--- src/rtl/adc_sample_ctrl_pkg.sv ---
// Shared types and constants for the SAR ADC sample controller.
package adc_sample_ctrl_pkg;

   // Sequencer states: wait for a tick, track the input, run the SAR search, store.
   typedef enum logic [1:0] {
      IDLE    = 2'd0,
      TRACK   = 2'd1,
      CONVERT = 2'd2,
      PUSH    = 2'd3
   } state_t;

   // One SAR decision per clock, MSB first.
   localparam int SAR_CYCLES = 10;
   localparam int SAR_CNT_W  = $clog2(SAR_CYCLES);

   // Sample-period divider and track-phase counter widths.
   localparam int DIV_W = 20;
   localparam int TRK_W = 4;

endpackage

--- src/rtl/adc_sample_ctrl_if.sv ---
// Analog-macro and sample-FIFO signals of the ADC sample controller.
// master: the controller; slave: the analog macro plus the FIFO consumer.
interface adc_sample_ctrl_if #(
   parameter int FIFO_AW = 5,
   parameter int DW      = 10
) ();

   // Analog macro side
   logic               cmp;
   logic               EN;
   logic               SAMPLE;
   logic [DW-1:0]      dac_code;

   // Sample FIFO read side
   logic               rd;
   logic               ovf_clr;
   logic [FIFO_AW-1:0] fifo_threshold;
   logic [DW-1:0]      rdata;
   logic               empty;
   logic               full;
   logic [FIFO_AW:0]   level;
   logic               high;
   logic               ovf;

   modport master (
      input  cmp, rd, ovf_clr, fifo_threshold,
      output EN, SAMPLE, dac_code, rdata, empty, full, level, high, ovf
   );

   modport slave (
      output cmp, rd, ovf_clr, fifo_threshold,
      input  EN, SAMPLE, dac_code, rdata, empty, full, level, high, ovf
   );

endinterface

--- src/rtl/adc_fifo.sv ---
// First-word-fall-through sample FIFO with occupancy count.
// A push on a full FIFO is accepted only when a pop frees a slot in the same
// cycle; otherwise it is reported on wr_drop and the data is discarded.
module adc_fifo #(
   parameter int DW = 10,
   parameter int AW = 5
) (
   input  logic          clk,
   input  logic          rst_n,
   input  logic          push,
   input  logic [DW-1:0] wdata,
   input  logic          pop,
   output logic [DW-1:0] rdata,
   output logic          empty,
   output logic          full,
   output logic [AW:0]   level,
   output logic          wr_drop
);

   localparam int          DEPTH    = 1 << AW;
   localparam logic [AW:0] FULL_LVL = (AW+1)'(DEPTH);

   logic [DW-1:0] mem [DEPTH];
   logic [AW-1:0] wr_ptr;
   logic [AW-1:0] rd_ptr;
   logic [AW:0]   level_q;
   logic          wr_en;
   logic          rd_en;

   assign empty   = (level_q == '0);
   assign full    = (level_q == FULL_LVL);
   assign level   = level_q;
   assign rd_en   = pop && !empty;
   assign wr_en   = push && (!full || pop);
   assign wr_drop = push && !wr_en;
   assign rdata   = mem[rd_ptr];

   // Storage write.
   // NOTE: the storage array has no reset; its contents are meaningless until written and are never read while empty.
   always_ff @(posedge clk) begin
      if (wr_en) begin
         mem[wr_ptr] <= wdata;
      end
   end

   // Pointers wrap naturally at the array depth; level tracks the net change.
   always_ff @(posedge clk or negedge rst_n) begin
      if (!rst_n) begin
         wr_ptr  <= '0;
         rd_ptr  <= '0;
         level_q <= '0;
      end else begin
         if (wr_en) wr_ptr <= wr_ptr + 1'b1;
         if (rd_en) rd_ptr <= rd_ptr + 1'b1;
         case ({wr_en, rd_en})
            2'b10:   level_q <= level_q + 1'b1;
            2'b01:   level_q <= level_q - 1'b1;
            default: level_q <= level_q;
         endcase
      end
   end

endmodule

--- src/rtl/adc_sample_ctrl.sv ---
// SAR ADC sample controller: a sample-rate divider starts a track / SAR-convert
// / store sequence, and results are queued in a FWFT FIFO with level, high and
// sticky overflow flags.
module adc_sample_ctrl
   import adc_sample_ctrl_pkg::*;
#(
   parameter int FIFO_AW = 5,
   parameter int DW      = 10
) (
   input  logic                 clk,
   input  logic                 rst_n,
   input  logic                 en,
   input  logic                 clk_en,
   input  logic [DIV_W-1:0]     clkdiv,
   input  logic [TRK_W-1:0]     sample_cycles,
   adc_sample_ctrl_if.master    bus
);

   localparam logic [DW-1:0]        SAR_MSB  = {1'b1, {(DW-1){1'b0}}};
   localparam logic [SAR_CNT_W-1:0] SAR_LAST = SAR_CNT_W'(SAR_CYCLES - 1);

   // Sample-rate divider
   logic [DIV_W-1:0] div_cnt_q;
   logic             tick_q;
   logic             div_run;
   logic             div_hit;

   // Sequencer
   state_t               state_q, state_d;
   logic [TRK_W-1:0]     trk_q, trk_d;
   logic [SAR_CNT_W-1:0] bit_q, bit_d;
   logic [DW-1:0]        res_q, res_d;
   logic [DW-1:0]        trial;
   logic                 sample;
   logic [DW-1:0]        dac;
   logic                 push;

   // FIFO side
   logic [DW-1:0]        fifo_rdata;
   logic                 fifo_empty;
   logic                 fifo_full;
   logic [FIFO_AW:0]     fifo_level;
   logic                 drop;
   logic                 ovf_q;

   // A count above clkdiv (clkdiv lowered on the fly) rewraps immediately.
   assign div_run = en && clk_en;
   assign div_hit = div_run && (div_cnt_q >= clkdiv);

   // Divider counts 0..clkdiv and emits a registered one-cycle tick after the wrap.
   always_ff @(posedge clk or negedge rst_n) begin
      if (!rst_n) begin
         div_cnt_q <= '0;
         tick_q    <= 1'b0;
      end else begin
         // NOTE: sequential state uses non-blocking assignments so every register samples pre-edge values.
         tick_q <= div_hit;
         if (div_hit) begin
            div_cnt_q <= '0;
         end else if (div_run) begin
            div_cnt_q <= div_cnt_q + 1'b1;
         end
      end
   end

   // Sequencer state and datapath registers.
   always_ff @(posedge clk or negedge rst_n) begin
      if (!rst_n) begin
         state_q <= IDLE;
         trk_q   <= '0;
         bit_q   <= '0;
         res_q   <= '0;
      end else begin
         state_q <= state_d;
         trk_q   <= trk_d;
         bit_q   <= bit_d;
         res_q   <= res_d;
      end
   end

   // Trial bit for the current SAR step, walking down from the MSB.
   assign trial = SAR_MSB >> bit_q;

   // Next-state, SAR decision and output decode.
   always_comb begin
      // NOTE: every signal written here gets a default first, so no path can leave one unassigned and infer a latch.
      state_d = state_q;
      trk_d   = trk_q;
      bit_d   = bit_q;
      res_d   = res_q;
      sample  = 1'b0;
      dac     = '0;
      push    = 1'b0;

      case (state_q)
         IDLE: begin
            if (tick_q && en) begin
               state_d = TRACK;
               trk_d   = '0;
               bit_d   = '0;
               res_d   = '0;
            end
         end
         TRACK: begin
            sample = 1'b1;
            if (trk_q >= sample_cycles) begin
               state_d = CONVERT;
               bit_d   = '0;
            end else begin
               trk_d = trk_q + 1'b1;
            end
         end
         CONVERT: begin
            dac = res_q | trial;
            if (bus.cmp) begin
               res_d = res_q | trial;
            end
            if (bit_q == SAR_LAST) begin
               state_d = PUSH;
            end else begin
               bit_d = bit_q + 1'b1;
            end
         end
         PUSH: begin
            push    = 1'b1;
            state_d = IDLE;
         end
         default: state_d = IDLE;
      endcase

      // Disabling abandons whatever is in flight.
      if (!en) begin
         state_d = IDLE;
         push    = 1'b0;
      end
   end

   adc_fifo #(
      .DW (DW),
      .AW (FIFO_AW)
   ) u_fifo (
      .clk     (clk),
      .rst_n   (rst_n),
      .push    (push),
      .wdata   (res_q),
      .pop     (bus.rd),
      .rdata   (fifo_rdata),
      .empty   (fifo_empty),
      .full    (fifo_full),
      .level   (fifo_level),
      .wr_drop (drop)
   );

   // Sticky overflow; a drop in the same cycle as a clear keeps the flag set.
   always_ff @(posedge clk or negedge rst_n) begin
      if (!rst_n) begin
         ovf_q <= 1'b0;
      end else if (drop) begin
         ovf_q <= 1'b1;
      end else if (bus.ovf_clr) begin
         ovf_q <= 1'b0;
      end
   end

   assign bus.EN       = en;
   assign bus.SAMPLE   = sample;
   assign bus.dac_code = dac;
   assign bus.rdata    = fifo_rdata;
   assign bus.empty    = fifo_empty;
   assign bus.full     = fifo_full;
   assign bus.level    = fifo_level;
   assign bus.high     = (fifo_level > {1'b0, bus.fifo_threshold});
   assign bus.ovf      = ovf_q;

endmodule

--- src/flat_wrapper.sv ---
// flat-port wrapper written by rule: the top's interface ports become plain ports
module adc_sample_ctrl_flat import adc_sample_ctrl_pkg::*;
#(
   parameter int FIFO_AW = 5,
   parameter int DW      = 10
)
  (clk, rst_n, en, clk_en, clkdiv, sample_cycles, bus_cmp, bus_rd, bus_ovf_clr, bus_fifo_threshold, bus_EN, bus_SAMPLE, bus_dac_code, bus_rdata, bus_empty, bus_full, bus_level, bus_high, bus_ovf);
  adc_sample_ctrl_if #(.FIFO_AW(FIFO_AW), .DW(DW)) bus_i ();
  input  logic clk;
  input  logic rst_n;
  input  logic en;
  input  logic clk_en;
  input  logic [DIV_W-1:0] clkdiv;
  input  logic [TRK_W-1:0] sample_cycles;
  input wire logic [$bits(bus_i.cmp)-1:0] bus_cmp;
  input wire logic [$bits(bus_i.rd)-1:0] bus_rd;
  input wire logic [$bits(bus_i.ovf_clr)-1:0] bus_ovf_clr;
  input wire logic [$bits(bus_i.fifo_threshold)-1:0] bus_fifo_threshold;
  output wire logic [$bits(bus_i.EN)-1:0] bus_EN;
  output wire logic [$bits(bus_i.SAMPLE)-1:0] bus_SAMPLE;
  output wire logic [$bits(bus_i.dac_code)-1:0] bus_dac_code;
  output wire logic [$bits(bus_i.rdata)-1:0] bus_rdata;
  output wire logic [$bits(bus_i.empty)-1:0] bus_empty;
  output wire logic [$bits(bus_i.full)-1:0] bus_full;
  output wire logic [$bits(bus_i.level)-1:0] bus_level;
  output wire logic [$bits(bus_i.high)-1:0] bus_high;
  output wire logic [$bits(bus_i.ovf)-1:0] bus_ovf;
  assign bus_i.cmp = bus_cmp;
  assign bus_i.rd = bus_rd;
  assign bus_i.ovf_clr = bus_ovf_clr;
  assign bus_i.fifo_threshold = bus_fifo_threshold;
  assign bus_EN = bus_i.EN;
  assign bus_SAMPLE = bus_i.SAMPLE;
  assign bus_dac_code = bus_i.dac_code;
  assign bus_rdata = bus_i.rdata;
  assign bus_empty = bus_i.empty;
  assign bus_full = bus_i.full;
  assign bus_level = bus_i.level;
  assign bus_high = bus_i.high;
  assign bus_ovf = bus_i.ovf;
  adc_sample_ctrl #(.FIFO_AW(FIFO_AW), .DW(DW)) u_core (.clk(clk), .rst_n(rst_n), .en(en), .clk_en(clk_en), .clkdiv(clkdiv), .sample_cycles(sample_cycles), .bus(bus_i));
endmodule
--- config.mk ---
export PLATFORM = sky130hd
export DESIGN_NAME = adc_sample_ctrl_flat
export DESIGN_NICKNAME = d
export VERILOG_FILES = /design/src/rtl/adc_sample_ctrl_pkg.sv /design/src/rtl/adc_sample_ctrl_if.sv /design/src/rtl/adc_fifo.sv /design/src/rtl/adc_sample_ctrl.sv /design/src/flat_wrapper.sv
export SDC_FILE = /design/constraint.sdc
export NUM_CORES = 1
export LEC_CHECK = 0
export BUFFER_PORTS_ARGS = -buffer_cell sky130_fd_sc_hd__buf_2
export CAP_MARGIN = 0
export CORE_MARGIN = 3
export CORE_UTILIZATION = 40
export DETAILED_ROUTE_END_ITERATION = 10
export GPL_TIMING_DRIVEN = 0
export PLACE_DENSITY = 0.66
export SYNTH_ARGS = -nofsm -noshare
export SYNTH_HDL_FRONTEND = slang
export SYNTH_SLANG_ARGS = --single-unit
--- constraint.sdc ---
create_clock -name clk -period 7.58 [get_ports clk]
set_clock_uncertainty 0.1 [all_clocks]
set_input_delay 1.516 -clock clk [delete_from_list [all_inputs] [get_ports clk]]
set_output_delay 1.516 -clock clk [all_outputs]
set_load 0.005 [all_outputs]
# Word-level counts from Yosys, hierarchy flattened
# Memory sizes are Yosys's and may differ from the RTL's.
# Cells that the tools add are included.
[word_totals] memories=1 ff_bits=58 ram_bits=320
[op_classes] n_bitwise=1 magnitude_cmp=3 eq_ne=15 n_reduce_logical=22 add_sub_neg=7 shift=1 muxes=25
[memory_table] name="u_core.u_fifo.mem" depth=32 word_bits=10 read_ports=1 rd_clocked_by_memory_dff=0 write_ports=1 line_no="adc_fifo.sv:23" text="logic [DW-1:0] mem [DEPTH];"
[op_table] op="20-bit 2-to-1 mux" count=2
[op_table] op="10-bit 2-to-1 mux" count=3
[op_table] op="20-bit by 1-bit adder with 20-bit output (second input constant)" count=1
[op_table] op="20-bit greater-or-equal comparator" count=1
[op_table] op="10-bit case mux with 2 select lines" count=1
[op_table] op="4-bit 2-to-1 mux" count=4
[op_table] op="4-bit case mux with 3 select lines" count=1
[op_table] op="6-bit case mux with 2 select lines" count=1
[op_table] op="5-bit by 1-bit adder with 5-bit output (second input constant)" count=2
[op_table] op="10-bit OR" count=1
[op_table] op="2-bit nonzero test" count=5
[op_table] op="10-bit by 4-bit >> shifter with 10-bit output (first input constant)" count=1
[op_table] op="3-bit by 2-bit inequality test with 1-bit output (second input constant)" count=3
[op_table] op="3-bit AND reduction" count=3
[op_table] op="4-bit by 1-bit adder with 4-bit output (second input constant)" count=2
[op_table] op="2-bit 2-to-1 mux" count=4
[op_table] op="2-bit case mux with 4 select lines" count=1
[op_table] op="4-bit case mux with 2 select lines" count=1
[op_table] op="1-bit 2-to-1 mux" count=7
[op_table] op="6-bit by 1-bit adder with 6-bit output (second input constant)" count=1
[op_table] op="2-bit == test (second input constant)" count=3
[op_table] op="6-bit == test (second input constant)" count=1
[op_table] op="6-bit by 5-bit > comparator with 1-bit output" count=1
[op_table] op="1-bit logical AND" count=6
[op_table] op="12 further kinds" count=18

# Logic depth before layout (Yosys ltp)
[depth] ltp_word=7 depth_mapped=12 mapped_depth_nobuf=12

# Cells and area by module
# A second synthesis with hierarchy kept.
[unflattened] cells_unflattened=985 area_unflattened_um2=16346.9
[modules_own_cells] mod="adc_fifo" area_per_inst_um2=13324.0 instances=1 seq_area_each_um2=10009.6 cells_per_inst=662
[modules_own_cells] mod="adc_sample_ctrl" area_per_inst_um2=3022.9 instances=1 seq_area_each_um2=1051.0 cells_per_inst=323

# Worst setup path before layout
# OpenSTA, ideal clock, no wires.
[synth_path] kind="input to output" from="input bus_fifo_threshold[1]" to="output bus_high" stages=8 slack_ns=3.485 n_path_buf=0 arrival_time_ns=2.479 required_time_ns=5.964 path_cell_list="inv_1 > ha_1 > nor2b_1 > o21a_1 > o21ai_0 > nand2b_1 > a21oi_1 > o21bai_1"
[synth_between] elab_chain_len=1
[synth_rtl] item="start, declared" line_no="flat_wrapper.sv:18" text="input wire logic [$bits(bus_i.fifo_threshold)-1:0] bus_fifo_threshold;"
[synth_rtl] item="6-bit by 5-bit > comparator with 1-bit output" line_no="adc_sample_ctrl.sv:172" text="assign bus.high = (fifo_level > {1'b0, bus.fifo_threshold});"
[synth_rtl] item="end, declared" line_no="flat_wrapper.sv:26" text="output wire logic [$bits(bus_i.high)-1:0] bus_high;"
# No other way between the ends.

# Worst setup path after layout
[layout_path] from="register u_core.u_fifo.rd_ptr[1]" to="output bus_rdata[3]"
[layout_between] elab_chain_len=1
[layout_rtl] item="start, declared" line_no="adc_fifo.sv:25" text="logic [AW-1:0] rd_ptr;"
[layout_rtl] item="start signal, assigned" line_no="adc_fifo.sv:54" text="if (rd_en) rd_ptr <= rd_ptr + 1'b1;"
[layout_rtl] item="memory read 32 x 10 bit"
[layout_rtl] item="end, declared" line_no="flat_wrapper.sv:22" text="output wire logic [$bits(bus_i.rdata)-1:0] bus_rdata;"
# No other way between the ends.

==> results list <==
- Core box area: 0.0392 mm²
- Final cycle utilization of the critical path: 0.659
- Setup violations remaining at the end of the flow were counted as 0.
- Clock tree from TritonCTS: done
* Post-synthesis net count: 1006
- Max Slew Vio Count: 0
* Clock Path Buffers: 3
* Global placer's final weighted congestion: 0.790
- Synthesis instantiated 52 different standard cells from the library.
- Routed WL per cell: 21.0 µm
- The worst register-to-register path ends at u_core.u_fifo.mem[21][3].
- Post-CTS setup buffers: 0
- During I/O placement, the number of pins put on the boundary was 68.
* Worst Setup Path Type: reg2out
- RSZ-0062 raised after global routing: false
* CP startpoint kind: flip-flop
* Die Outline Area: 0.0427 mm²
* Proportion of register bits with asynchronous set or reset after synthesis: 0.153
* R2r setup slk: 4140 ps
* Worst EP required: 5960 ps
- The synthesized design contains 378 register bits.
* Wire length of the first global-routing pass: 51000 µm
* Number of enable-type register cells in the synthesized netlist: 320
- Mean instance size in the synthesized netlist: 17.6 µm²
- After global routing the overflow that remains totals 0.
* Max transition margin: 0.155
* Nets: 1114
- Tracing the worst setup path back leads to its startpoint at u_core.u_fifo.rd_ptr[1].
- For this configuration, the core starts out at a cell density of 0.411.
* Setup tns final: 0 ps
- Critical Path End Type: output pin
- In this run the power density over the cells is 272 mW/mm².
- Clock-pin slew on the worst setup and hold paths: 60 ps
- Entering global routing, the biggest net connects 59 pins.
* Die Span Y: 207 µm
* Count of fill cells added during filler insertion: 3344
- Mapped Area: 0.0161 mm²
- From synthesis to final layout, the design area changed by 13.8%.
- Including well taps, the total number of placed cells is 1502.
* Total chip power: 4.99 mW
* Horizontal die dimension: 207 µm
- ANT nets after route: 0
- Antenna violations before repair: 0
- After the first detailed-routing iteration, the DRC count stood at 671.
* Number of cell instances on the worst register-to-register path: 5
* Number of rows created at floorplan: 72
- Peak clock frequency supported by timing: 200 MHz
* Total clock sinks: 378
- Path category of the worst min-delay check: reg2reg
* FF-to-FF Start: u_core.state_q[0]
* Highest fanout seen on the critical path: 10
* Layout cells sized above 1: 0.234
- Cell leakage power: 7.25 nW
* IO Port Bufs: 67
- The H-tree generated during clock tree synthesis spans 2 levels.
* Detailed Routing Iterations Pass 1: 4
* Run status: completed
* Hold Violations, Final: 0
* Clock tree root buffer cell: clkbuf_16
* Worst setup path endpoint: bus_rdata[3]
- Via count: 8383
- Clock Latency Late Sink: 520 ps
* Primary FF master, synth: edfxtp_1
* Number of standard cells after synthesis: 917
- In this run, post-CTS repair resized a total of 0 instances.
- Total of hold buffers inserted after clock tree synthesis: 0
- Remaining routing DRC violations: 0
* Total inserted antenna cells: 0
* Max capacitance violation total: 0
- For the pin with the worst max-slew slack, the measured transition is 1270 ps.
- Maximum ir drop on the vdd rail: 0.000145 V
- After detailed routing, the number of vias per cell comes to 5.33.
- The via count of the first global-routing pass was 8351.
- Counting the buffers created by CTS gives 39.
* Minimum clock period: 5000 ps
- At the worst endpoint, the arrival time is 3380 ps.
- Once layout is complete, the cells apart from fillers number 1573.
- Seq/Total Area, Yosys: 0.687
- In the global route stage, overall resource usage came out at 0.158.
* Post-DP HPWL: 22000 µm
* Total length of routed wires: 33100 µm
* Synthesis Warnings: 0
[placed cells by master (no fill, tap or decap), types with 14 or more instances in the layout]
master / count
mux4_2: 100
edfxtp_1: 320
buf_2: 72
clkbuf_1: 28
xor2_1: 15
nand2_1: 38
nand3_1: 14
a21oi_1: 23
ha_1: 52
o21ai_0: 14
nor2_1: 75
inv_1: 53
xnor2_1: 14
dfrtp_1: 58
clkbuf_16: 39
[cell families after synthesis]
group	synth area share
simple gates	0.0505
compound gates	0.0312
mux	0.151
flops	0.687
fa+ha+maj	0.0416
xor+xnor	0.0158
buf+inv	0.0226
[power by group]
| part | switching [mW] | internal [mW] |
|---|---|---|
| Sequential | 0.0523 | 2.27 |
| Combinational | 0.467 | 0.374 |
| Clock | 0.771 | 1.06 |
[worst min path at each step]
stage / start / endpoint / slack [ps] / cells past startpoint
floorplan: u_core.trk_q[3] / u_core.trk_q[3] / 400 / 1
global placement: u_core.bus.ovf / u_core.bus.ovf / 400 / 2
detailed placement: u_core.bus.ovf / u_core.bus.ovf / 440 / 2
CTS: u_core.bus.ovf / u_core.bus.ovf / 450 / 2
global route: u_core.bus.ovf / u_core.bus.ovf / 480 / 2
finish: u_core.bus.ovf / u_core.bus.ovf / 440 / 2
[critical path: stages (launching register included)]
cell	delay (ps)
dfrtp_1	340
clkbuf_1	480
clkbuf_1	610
mux4_2	460
mux4_2	550
mux2_2	300
buf_2	130
[sequential cells by signal, summed over array words and instances, names as in the netlist, 4 cells and up]
register              flops
u_core.trk_q              4
u_core.u_fifo.rd_ptr      5
u_core.div_cnt_q         20
u_core.u_fifo.wr_ptr      5
u_core.res_q             10
u_core.bit_q              4
u_core.u_fifo.level       6
u_core.u_fifo.mem       320
[area by class of cell]
| cell class | instances | area [µm²] | share of cell area |
|---|---|---|---|
| Timing Repair Buffer | 67 | 338 | 0.0184 |
| Inverter | 53 | 199 | 0.0109 |
| Clock inverter | 17 | 169 | 0.00922 |
| Buffer | 34 | 165 | 0.00902 |
| Multi-Input combinational cell | 452 | 4680 | 0.255 |
| Tap cell | 518 | 648 | 0.0354 |
| Clock buffer | 54 | 1060 | 0.0580 |
| Sequential cell | 378 | 11100 | 0.604 |
[per-stage QoR]
| step | utilization | hold WS (ps) | area, µm² | setup slack [ps] |
|---|---|---|---|---|
| after floorplan | - | 401 | 16100 | 3480 |
| after global placement | 0.436 | 405 | 17100 | 3000 |
| after detailed placement | 0.436 | 442 | 17100 | 2990 |
| after CTS | 0.467 | 453 | 18300 | 2550 |
| after global routing | 0.467 | 479 | 18300 | 2480 |
| final | 0.467 | 437 | 18300 | 2580 |
[synthesized netlist by cell type (all sizes together) (15+ instances only)]
library cell,n,area share
nor2,75,0.017
dfrtp,58,0.090
edfxtp,320,0.60
buf,18,0.0065
ha,52,0.040
nand2,38,0.0089
o21ai,15,0.0047
inv,53,0.012
a21oi,23,0.0071
xor2,15,0.0082
mux4,100,0.14
clkbuf,16,0.0037
[per-layer routing]
layer	vias to the layer above	part of all wire	global-route usage
met5	-	0	0
met4	0	0.019	0.0361
met3	46	0.063	0.0326
met2	253	0.44	0.235
met1	4284	0.48	0.243
li1	3800	-	-
Power figures use the tool's default switching activity.
